$ cat src/rtl/dcache_ctrl_pkg.sv
// Shared types for the 2-way data-cache controller: FSM state encoding,
// default geometry and the way-select type.
package dcache_types;

    localparam int S_OFFSET_DEFAULT = 5;
    localparam int S_INDEX_DEFAULT  = 3;

    typedef enum logic [1:0] {
        IDLE      = 2'd0,
        WRITEBACK = 2'd1,
        FILL      = 2'd2
    } state_e;

    typedef logic way_t;

endpackage

$ cat src/rtl/dcache_ctrl_if.sv
// CPU request and physical-memory handshake bundle for the cache controller.
// The master modport is the controller's view; slave is the CPU/memory side.
interface dcache_ctrl_if;

    logic        mem_read;
    logic        mem_write;
    logic [31:0] mem_address;
    logic        mem_resp;

    logic        pmem_read;
    logic        pmem_write;
    logic [31:0] pmem_address;
    logic        pmem_resp;

    modport master (
        input  mem_read, mem_write, mem_address, pmem_resp,
        output mem_resp, pmem_read, pmem_write, pmem_address
    );

    modport slave (
        output mem_read, mem_write, mem_address, pmem_resp,
        input  mem_resp, pmem_read, pmem_write, pmem_address
    );

endinterface

$ cat src/rtl/dcache_ctrl_victim_sel.sv
// Replacement choice for a miss: an invalid way is always preferred,
// otherwise the set's LRU way is evicted.
module dcache_victim_sel
    import dcache_types::*;
(
    input  logic i_valid0,
    input  logic i_valid1,
    input  logic i_lru,
    output way_t o_victim
);

    always_comb begin
        if (!i_valid0) begin
            o_victim = 1'b0;
        end else if (!i_valid1) begin
            o_victim = 1'b1;
        end else begin
            o_victim = i_lru;
        end
    end

endmodule

$ cat src/rtl/dcache.sv
// Control FSM of the 2-way set-associative data cache: hit detection, LRU and
// dirty maintenance, victim writeback and line fill over the pmem port.
module dcache_ctrl
    import dcache_types::*;
#(
    parameter  int S_INDEX  = S_INDEX_DEFAULT,
    parameter  int S_OFFSET = S_OFFSET_DEFAULT,
    localparam int S_TAG    = 32 - S_INDEX - S_OFFSET
) (
    input  logic               clk,
    input  logic               rst_n,
    dcache_ctrl_if.master      bus,
    input  logic [S_TAG-1:0]   i_tag_out0,
    input  logic [S_TAG-1:0]   i_tag_out1,
    input  logic               i_valid_out0,
    input  logic               i_valid_out1,
    input  logic               i_dirty_out0,
    input  logic               i_dirty_out1,
    input  logic               i_lru_out,
    output logic [S_INDEX-1:0] o_rindex,
    output logic [S_INDEX-1:0] o_windex,
    output logic               o_tag_load0,
    output logic               o_tag_load1,
    output logic               o_valid_load0,
    output logic               o_valid_load1,
    output logic               o_dirty_load0,
    output logic               o_dirty_load1,
    output logic               o_lru_load,
    output logic [S_TAG-1:0]   o_tag_in,
    output logic               o_valid_in,
    output logic               o_dirty_in,
    output logic               o_lru_in,
    output logic               o_data_load0,
    output logic               o_data_load1,
    output logic               o_data_src,
    output logic               o_way_sel
);

    localparam logic [1:0] ST_IDLE      = IDLE;
    localparam logic [1:0] ST_WRITEBACK = WRITEBACK;
    localparam logic [1:0] ST_FILL      = FILL;

    logic [1:0]         r_state;
    logic [1:0]         w_nextState;
    way_t               r_victim;
    way_t               w_victim;
    logic [S_TAG-1:0]   w_reqTag;
    logic [S_TAG-1:0]   w_victimTag;
    logic [S_INDEX-1:0] w_index;
    logic               w_req;
    logic               w_hit0;
    logic               w_hit1;
    logic               w_hit;
    way_t               w_hitWay;
    logic               w_victimDirty;

    assign w_reqTag = bus.mem_address[31 -: S_TAG];
    assign w_index  = bus.mem_address[S_OFFSET +: S_INDEX];
    assign o_rindex = w_index;
    assign o_windex = w_index;
    assign w_req    = bus.mem_read | bus.mem_write;

    // Way 0 takes priority should both ways ever report a hit.
    assign w_hit0   = i_valid_out0 & (i_tag_out0 == w_reqTag);
    assign w_hit1   = i_valid_out1 & (i_tag_out1 == w_reqTag) & ~w_hit0;
    assign w_hit    = w_hit0 | w_hit1;
    assign w_hitWay = ~w_hit0;

    dcache_victim_sel u_victim_sel (
        .i_valid0 (i_valid_out0),
        .i_valid1 (i_valid_out1),
        .i_lru    (i_lru_out),
        .o_victim (w_victim)
    );

    assign w_victimDirty = w_victim ? (i_valid_out1 & i_dirty_out1)
                                    : (i_valid_out0 & i_dirty_out0);
    assign w_victimTag   = r_victim ? i_tag_out1 : i_tag_out0;

    always_comb begin
        w_nextState = r_state;
        case (r_state)
            ST_IDLE: begin
                if (w_req && !w_hit) begin
                    w_nextState = w_victimDirty ? ST_WRITEBACK : ST_FILL;
                end
            end
            ST_WRITEBACK: begin
                if (bus.pmem_resp) w_nextState = ST_FILL;
            end
            ST_FILL: begin
                if (bus.pmem_resp) w_nextState = ST_IDLE;
            end
            default: w_nextState = ST_IDLE;
        endcase
    end

    // The victim is frozen when leaving IDLE so array writes during the fill
    // cannot disturb which way the miss sequence operates on.
    always_ff @(posedge clk or negedge rst_n) begin
        if (!rst_n) begin
            r_state  <= ST_IDLE;
            r_victim <= 1'b0;
        end else begin
            r_state <= w_nextState;
            if (r_state == ST_IDLE && w_nextState != ST_IDLE) begin
                r_victim <= w_victim;
            end
        end
    end

    // Outputs are gated by rst_n so a reset kills the memory request and any
    // array write in the very cycle it is asserted.
    always_comb begin
        bus.mem_resp     = 1'b0;
        bus.pmem_read    = 1'b0;
        bus.pmem_write   = 1'b0;
        bus.pmem_address = '0;
        o_tag_load0      = 1'b0;
        o_tag_load1      = 1'b0;
        o_valid_load0    = 1'b0;
        o_valid_load1    = 1'b0;
        o_dirty_load0    = 1'b0;
        o_dirty_load1    = 1'b0;
        o_lru_load       = 1'b0;
        o_tag_in         = '0;
        o_valid_in       = 1'b0;
        o_dirty_in       = 1'b0;
        o_lru_in         = 1'b0;
        o_data_load0     = 1'b0;
        o_data_load1     = 1'b0;
        o_data_src       = 1'b0;
        o_way_sel        = 1'b0;
        if (rst_n) begin
            case (r_state)
                ST_IDLE: begin
                    if (w_req && w_hit) begin
                        bus.mem_resp = 1'b1;
                        o_way_sel    = w_hitWay;
                        o_lru_load   = 1'b1;
                        o_lru_in     = ~w_hitWay;
                        if (bus.mem_write) begin
                            o_data_load0  = ~w_hitWay;
                            o_data_load1  = w_hitWay;
                            o_dirty_load0 = ~w_hitWay;
                            o_dirty_load1 = w_hitWay;
                            o_dirty_in    = 1'b1;
                        end
                    end
                end
                ST_WRITEBACK: begin
                    bus.pmem_write   = 1'b1;
                    bus.pmem_address = {w_victimTag, w_index, {S_OFFSET{1'b0}}};
                    o_way_sel        = r_victim;
                end
                ST_FILL: begin
                    bus.pmem_read    = 1'b1;
                    bus.pmem_address = {w_reqTag, w_index, {S_OFFSET{1'b0}}};
                    o_way_sel        = r_victim;
                    if (bus.pmem_resp) begin
                        o_data_load0  = ~r_victim;
                        o_data_load1  = r_victim;
                        o_data_src    = 1'b1;
                        o_tag_load0   = ~r_victim;
                        o_tag_load1   = r_victim;
                        o_tag_in      = w_reqTag;
                        o_valid_load0 = ~r_victim;
                        o_valid_load1 = r_victim;
                        o_dirty_load0 = ~r_victim;
                        o_dirty_load1 = r_victim;
                        o_valid_in    = 1'b1;
                        o_dirty_in    = 1'b0;
                    end
                end
                default: ;
            endcase
        end
    end

endmodule

$ cat src/flat_wrapper.sv
// flat-port wrapper written by rule: the top's interface ports become plain ports
module dcache_ctrl_flat import dcache_types::*;
#(
    parameter  int S_INDEX  = S_INDEX_DEFAULT,
    parameter  int S_OFFSET = S_OFFSET_DEFAULT,
    localparam int S_TAG    = 32 - S_INDEX - S_OFFSET
)
  (clk, rst_n, i_tag_out0, i_tag_out1, i_valid_out0, i_valid_out1, i_dirty_out0, i_dirty_out1, i_lru_out, o_rindex, o_windex, o_tag_load0, o_tag_load1, o_valid_load0, o_valid_load1, o_dirty_load0, o_dirty_load1, o_lru_load, o_tag_in, o_valid_in, o_dirty_in, o_lru_in, o_data_load0, o_data_load1, o_data_src, o_way_sel, bus_mem_read, bus_mem_write, bus_mem_address, bus_pmem_resp, bus_mem_resp, bus_pmem_read, bus_pmem_write, bus_pmem_address);
  dcache_ctrl_if bus_i ();
  input  logic clk;
  input  logic rst_n;
  input  logic [S_TAG-1:0] i_tag_out0;
  input  logic [S_TAG-1:0] i_tag_out1;
  input  logic i_valid_out0;
  input  logic i_valid_out1;
  input  logic i_dirty_out0;
  input  logic i_dirty_out1;
  input  logic i_lru_out;
  output logic [S_INDEX-1:0] o_rindex;
  output logic [S_INDEX-1:0] o_windex;
  output logic o_tag_load0;
  output logic o_tag_load1;
  output logic o_valid_load0;
  output logic o_valid_load1;
  output logic o_dirty_load0;
  output logic o_dirty_load1;
  output logic o_lru_load;
  output logic [S_TAG-1:0] o_tag_in;
  output logic o_valid_in;
  output logic o_dirty_in;
  output logic o_lru_in;
  output logic o_data_load0;
  output logic o_data_load1;
  output logic o_data_src;
  output logic o_way_sel;
  input wire logic [$bits(bus_i.mem_read)-1:0] bus_mem_read;
  input wire logic [$bits(bus_i.mem_write)-1:0] bus_mem_write;
  input wire logic [$bits(bus_i.mem_address)-1:0] bus_mem_address;
  input wire logic [$bits(bus_i.pmem_resp)-1:0] bus_pmem_resp;
  output wire logic [$bits(bus_i.mem_resp)-1:0] bus_mem_resp;
  output wire logic [$bits(bus_i.pmem_read)-1:0] bus_pmem_read;
  output wire logic [$bits(bus_i.pmem_write)-1:0] bus_pmem_write;
  output wire logic [$bits(bus_i.pmem_address)-1:0] bus_pmem_address;
  assign bus_i.mem_read = bus_mem_read;
  assign bus_i.mem_write = bus_mem_write;
  assign bus_i.mem_address = bus_mem_address;
  assign bus_i.pmem_resp = bus_pmem_resp;
  assign bus_mem_resp = bus_i.mem_resp;
  assign bus_pmem_read = bus_i.pmem_read;
  assign bus_pmem_write = bus_i.pmem_write;
  assign bus_pmem_address = bus_i.pmem_address;
  dcache_ctrl #(.S_INDEX(S_INDEX), .S_OFFSET(S_OFFSET)) u_core (.clk(clk), .rst_n(rst_n), .bus(bus_i), .i_tag_out0(i_tag_out0), .i_tag_out1(i_tag_out1), .i_valid_out0(i_valid_out0), .i_valid_out1(i_valid_out1), .i_dirty_out0(i_dirty_out0), .i_dirty_out1(i_dirty_out1), .i_lru_out(i_lru_out), .o_rindex(o_rindex), .o_windex(o_windex), .o_tag_load0(o_tag_load0), .o_tag_load1(o_tag_load1), .o_valid_load0(o_valid_load0), .o_valid_load1(o_valid_load1), .o_dirty_load0(o_dirty_load0), .o_dirty_load1(o_dirty_load1), .o_lru_load(o_lru_load), .o_tag_in(o_tag_in), .o_valid_in(o_valid_in), .o_dirty_in(o_dirty_in), .o_lru_in(o_lru_in), .o_data_load0(o_data_load0), .o_data_load1(o_data_load1), .o_data_src(o_data_src), .o_way_sel(o_way_sel));
endmodule
$ cat config.mk
export PLATFORM = sky130hd
export DESIGN_NAME = dcache_ctrl_flat
export DESIGN_NICKNAME = d
export VERILOG_FILES = /design/src/rtl/dcache_ctrl_pkg.sv /design/src/rtl/dcache_ctrl_if.sv /design/src/rtl/dcache_ctrl_victim_sel.sv /design/src/rtl/dcache.sv /design/src/flat_wrapper.sv
export SDC_FILE = /design/constraint.sdc
export NUM_CORES = 1
export LEC_CHECK = 0
export BUFFER_PORTS_ARGS = -buffer_cell sky130_fd_sc_hd__buf_2
export CAP_MARGIN = 20
export CORE_AREA = 2 2 72 74
export CTS_CLUSTER_DIAMETER = 120
export DETAILED_ROUTE_END_ITERATION = 12
export DIE_AREA = 0 0 74 76
export PLACE_DENSITY = 0.84
export SLEW_MARGIN = 5
export SYNTH_ARGS = -nofsm -noshare
export SYNTH_HDL_FRONTEND = slang
export SYNTH_SLANG_ARGS = --single-unit
$ cat constraint.sdc
create_clock -name clk -period 4.12 [get_ports clk]
set_input_delay 0.412 -clock clk [delete_from_list [all_inputs] [get_ports clk]]
set_output_delay 0.412 -clock clk [all_outputs]
set_load 0.05 [all_outputs]
# After elaboration in Yosys (flattened, before gate mapping)
# Cells that the tools add are included.
totals:
  ff_bits: 3
  output_inout_bits: 79
classes:
  eq_ne: 4
  n_mux: 48
  n_bitwise: 9
  reduce_logical: 7
op_table:
  columns: ["op", "n"]
  rows:
  - ["two-way mux 24 bit", 4]
  - ["one-hot mux 32 bit (2 select lines)", 1]
  - ["== test 24 bit", 2]
  - ["two-way mux 1 bit", 34]
  - ["two-way mux 32 bit", 1]
  - ["two-way mux 2 bit", 4]
  - ["one-hot mux 1 bit (2 select lines)", 3]
  - ["one-hot mux 2 bit (3 select lines)", 1]
  - ["bitwise AND 1 bit", 5]
  - ["logical AND 1 bit", 3]
  - ["== test 2 x 1 -> 1 bit (second input constant)", 1]
  - ["== test 2 bit (second input constant)", 1]
  - ["zero test 2 bit", 1]
  - ["inverter 1 bit", 2]
  - ["bitwise OR 1 bit", 2]
  - ["nonzero test 2 bit", 1]
  - ["OR reduction 2 bit", 1]
  - ["zero test 1 bit", 1]

# Longest topological paths before layout
depth:
  ltp_word: 11
  depth_mapped: 9
  ltp_nobuf: 8

# Hierarchy
# A second synthesis with hierarchy kept.
hier_totals:
  cells_unflattened: 253
  hier_area_um2: 1865.5
by_module_without_submodules:
  columns: ["module", "n_inst", "cells_per_inst", "area_per_inst_um2", "seq_area_each_um2"]
  rows:
  - ["dcache_ctrl", 1, 251, 1854.3, 75.1]
  - ["dcache_victim_sel", 1, 2, 11.3, 0.0]

# Least setup slack after synthesis
# No wires, ideal clock.
synth_timing:
  path_type: "in2out"
  from: "in bus_mem_address[14]"
  to: "out o_lru_load"
  arrival_ns: 3.428
  required_time_ns: 3.708
  path_slack_ns: 0.280
  stages: 6
  cell_sequence: "xnor2_1 nand4_1 or4_1 or4_4 a211oi_1 buf_4"
synth_via:
  elab_chain_cells: 9
  elab_cells_between_ends: 11
  classes_between: "2 x eq/ne; 3 x mux; 5 x bitwise; 1 x reduce/logical"
synth_lines:
  columns: ["element", "line_no", "rtl"]
  rows:
  - ["start: declaration", "flat_wrapper.sv:38", "input wire logic [$bits(bus_i.mem_address)-1:0] bus_mem_address;"]
  - ["== test 24 bit", "dcache.sv:64", "assign w_hit0 = i_valid_out0 & (i_tag_out0 == w_reqTag);"]
  - ["bitwise AND 1 bit", "dcache.sv:64", null]
  - ["inverter 1 bit", "dcache.sv:65", "assign w_hit1 = i_valid_out1 & (i_tag_out1 == w_reqTag) & ~w_hit0;"]
  - ["bitwise AND 1 bit", "dcache.sv:65", null]
  - ["bitwise OR 1 bit (*)", "dcache.sv:66", "assign w_hit = w_hit0 | w_hit1;"]
  - ["logical AND 1 bit (*)", "dcache.sv:137", "if (w_req && w_hit) begin"]
  - ["two-way mux 1 bit (*) (3 in a row)", null, null]
  - ["end: declaration", "flat_wrapper.sv:27", "output logic o_lru_load;"]
# Mark *: on every way between the ends. The rest lies on a longest branch, timed or not.

# Final worst setup path
layout_timing:
  from: "in bus_mem_address[9]"
  to: "out o_way_sel"
layout_via:
  elab_chain_cells: 9
  elab_cells_between_ends: 11
  classes_between: "2 x eq/ne; 3 x mux; 5 x bitwise; 1 x reduce/logical"
layout_lines:
  columns: ["element", "line_no", "rtl"]
  rows:
  - ["== test 24 bit", "dcache.sv:64", null]
  - ["bitwise AND 1 bit", "dcache.sv:64", null]
  - ["inverter 1 bit", "dcache.sv:65, dcache.sv:67", null]
  - ["bitwise AND 1 bit", "dcache.sv:65", null]
  - ["bitwise OR 1 bit", "dcache.sv:66", null]
  - ["logical AND 1 bit", "dcache.sv:137", null]
  - ["two-way mux 1 bit (*)", "dcache.sv:137", null]
  - ["one-hot mux 1 bit (2 select lines) (*)", "dcache.sv:135", "case (r_state)"]
  - ["two-way mux 1 bit (*)", "dcache.sv:134", "if (rst_n) begin"]
  - ["end: declaration", "flat_wrapper.sv:35", "output logic o_way_sel;"]
# Marks and branches as above.

==> flow_summary.toml <==
[yosys]
ys_types = 40
yosysTopAreaCellShare = 0.140
ys_ff_latch = 3
yosysMostFrequentCell = "nor2_1"
synth_common_cells = "37 x nor2_1, 33 x xnor2_1, 30 x and2_1"
netlist_area_um2 = 2070
async_flop_share = 1.00
synth_cells = 287
netlist_top_cells_area = "xnor2_1 14%, mux2_2 13%, and2_1 9.1%"
synth_flop_cell = "dfrtp_1"
synth-edff-count = 0
synth_warnings = 0
synth_top_area_cell = "xnor2_1"
seq_area_frac_synth = 0.0363
avgSynthCellArea_um2 = 7.21

[worst_setup_path]
startpoint = "bus_mem_address[9]"
cpMostUsedCell = "buf_2"
crit_chain = "buf_2 > xnor2_1 > nand4_1 > or4_1 > or4_4 > nor4b_4 > a21oi_2 > nor3b_2 > buf_2"
arrival_ns = 2.81
critical_path.max_stage_delay_ns = 0.59
r2r_cells = 9
endpoint_kind = "output port"
critPathKind = "in -> out"
reg2reg_from = "u_core.r_state[0]"
worst_setup_path_start_kind = "input port"
slowest_stage = "or4_4"
crit_fanout = 4
reg2reg_slack_ns = 1.84
cp.required_ns = 3.71
reg2reg_to = "u_core.r_victim"

[global_routing]
overflow = 0
antenna_found_initial = 0
globalRouteTotalUtil = 0.253
grt_pass1_wl_mm = 11.5
grt_pass1_vias = 2488
grt_max_degree = 31

[timing]
max_slew.worst_pin.slew_ns = 0.917
fmax_mhz = 310
hold_viol = 0
postLayoutSetupSlackWorst_ns = 0.896
period_share = 0.783
relSlewSlack = 0.387
finClkSkew_ns = 0.00540
setup_tns_ns = 0
rsz0062_at_grt = "false"
layout_min_cycle_time_ns = 3.22
final_max_slew_viol_count = 0
setup_viol = 0

[cts]
clk_latency_ns = 0.22
cts-buffers-inserted = 3
cts_setup_buffers = 0
cts_buffer_depth = 2
clk_pin_slew_ns = 0.03
holdBufCountCts = 0
cts_max_level = 1
cts_resized = 0
tritoncts = "done"
cts_root_buffer = "clkbuf_8"
cts_sinks = 3

[detailed_routing]
avgRoutedWirePerCell_um = 14.7
drt_first_pass_iters = 4
viasPerCell = 5.16
routed_wl_mm = 7.28
remaining_drc_errors = 0
drtIter0Drc = 103
antenna_left = 0
route.vias.total = 2551

[place]
dp_hpwl_mm = 5.99
gp_congestion = 0.860
place_ws_ns = 0.907
portBuffers = 158

[floorplanning]
die_h_um = 76
ios = 169
core_um2 = 4910
die_w_um = 74
rows = 26
dieArea_um2 = 5620
start_util = 0.421

[power_and_ir_drop]
vdd_drop_max_mv = 0.236
p_per_area_nw_per_um2 = 421
p_leak_nw = 1.40

[layout]
fillers = 470
diodes = 0
seq_area_um2 = 75.1
final_nets = 519
multi_input_area_um2 = 1810
area_delta_synth_final_pct = 37.5
drive_gt1_frac = 0.462

[run_status]
status = "completed"

[min_path]
hold_class = "in -> async"

[flow_run]
cap_violations = 0
[logic make-up (layout without fill, tap and decap cells)]
| kind of cell | after synthesis | after routing | share of synthesized area |
|---|---|---|---|
| and+or+nand+nor | 124 | 124 | 0.334 |
| other | 1 | 5 | 0.00181 |
| adders and majority gates | 4 | 4 | 0.0242 |
| buffers and inverters | 36 | 169 | 0.0967 |
| AOI/OAI and AO/OA | 44 | 44 | 0.158 |
| xor gates and xnor gates | 49 | 49 | 0.207 |
| DFF | 3 | 3 | 0.0363 |
| muxes | 26 | 26 | 0.141 |
[through the flow]
| step | total power, mW | hold WS [ns] | utilization | instance area [um2] | cells |
|---|---|---|---|---|---|
| 4_1_cts | 1.20 | 0.0307 | 0.579 | 2850 | 494 |
| 2_1_floorplan | 0.876 | 0.116 | - | 2080 | 291 |
| 5_1_grt | 1.28 | 0.0425 | 0.579 | 2850 | 494 |
| 3_5_place_dp | 1.11 | 0.261 | 0.570 | 2800 | 490 |
| 3_3_place_gp | 1.10 | 0.262 | 0.570 | 2800 | 490 |
| 6_report | 1.20 | 0.0341 | 0.579 | 2850 | 494 |
[worst max path at each step]
stage                             to  cells past startpoint
after detailed placement   o_way_sel                      9
after global routing       o_way_sel                      9
after CTS                  o_way_sel                      9
final                      o_way_sel                      9
after global placement     o_way_sel                      9
after floorplan           o_lru_load                      6
[sequential cells by signal, indices dropped and copies added, names as in the netlist]
signal	count
u_core.r_state	2
u_core.r_victim	1
[worst max-delay path: cells and delay by family]
| kind | cells | cell delay, ns |
|---|---|---|
| simple gates | 5 | 1.63 |
| buf+inv | 2 | 0.41 |
| compound gates | 1 | 0.05 |
| xor+xnor | 1 | 0.30 |
[power by group]
| group | switching [mW] | internal, mW | total, mW |
|---|---|---|---|
| sequential | 0.0357 | 0.0413 | 0.0770 |
| clock | 0.0198 | 0.0660 | 0.0858 |
| combinational | 0.702 | 0.334 | 1.04 |
[cell type report]
type / instances / share of cell area
Inverter: 4 / 0.00528
Sequential cell: 3 / 0.0264
Tap cell: 70 / 0.0308
Multi-Input combinational cell: 252 / 0.636
Timing Repair Buffer: 161 / 0.286
Clock buffer: 4 / 0.0158
[routing by layer]
layer,wire (um),share of wire,track usage,up-vias
li1,-,-,-,1280
met1,3070,0.42,0.311,1162
met2,3680,0.50,0.460,103
met3,471,0.065,0.0384,6
met4,61,0.0084,0.0400,0
met5,0,0,0,-
[cells in the final DEF, fill, tap and decap left out, types with 2 or more instances in the layout]
cell and instances:
ha_1 4, inv_1 4, nor2_1 37, a21oi_1 5, nor4_1 7, mux2_2 24
and4_1 3, nand2_1 8, dfrtp_1 3, nor3_1 9, buf_4 3, a22oi_1 24
and2_1 30, nand3_1 3, buf_2 158, o21a_1 2, clkbuf_8 3, xnor2_1 33
conb_1 5, o21ai_0 5, or3_1 3, a211oi_1 2, xor2_1 16, or4_4 2
nor2b_1 2, nand4_1 15
(Power assumes the default switching activity.)
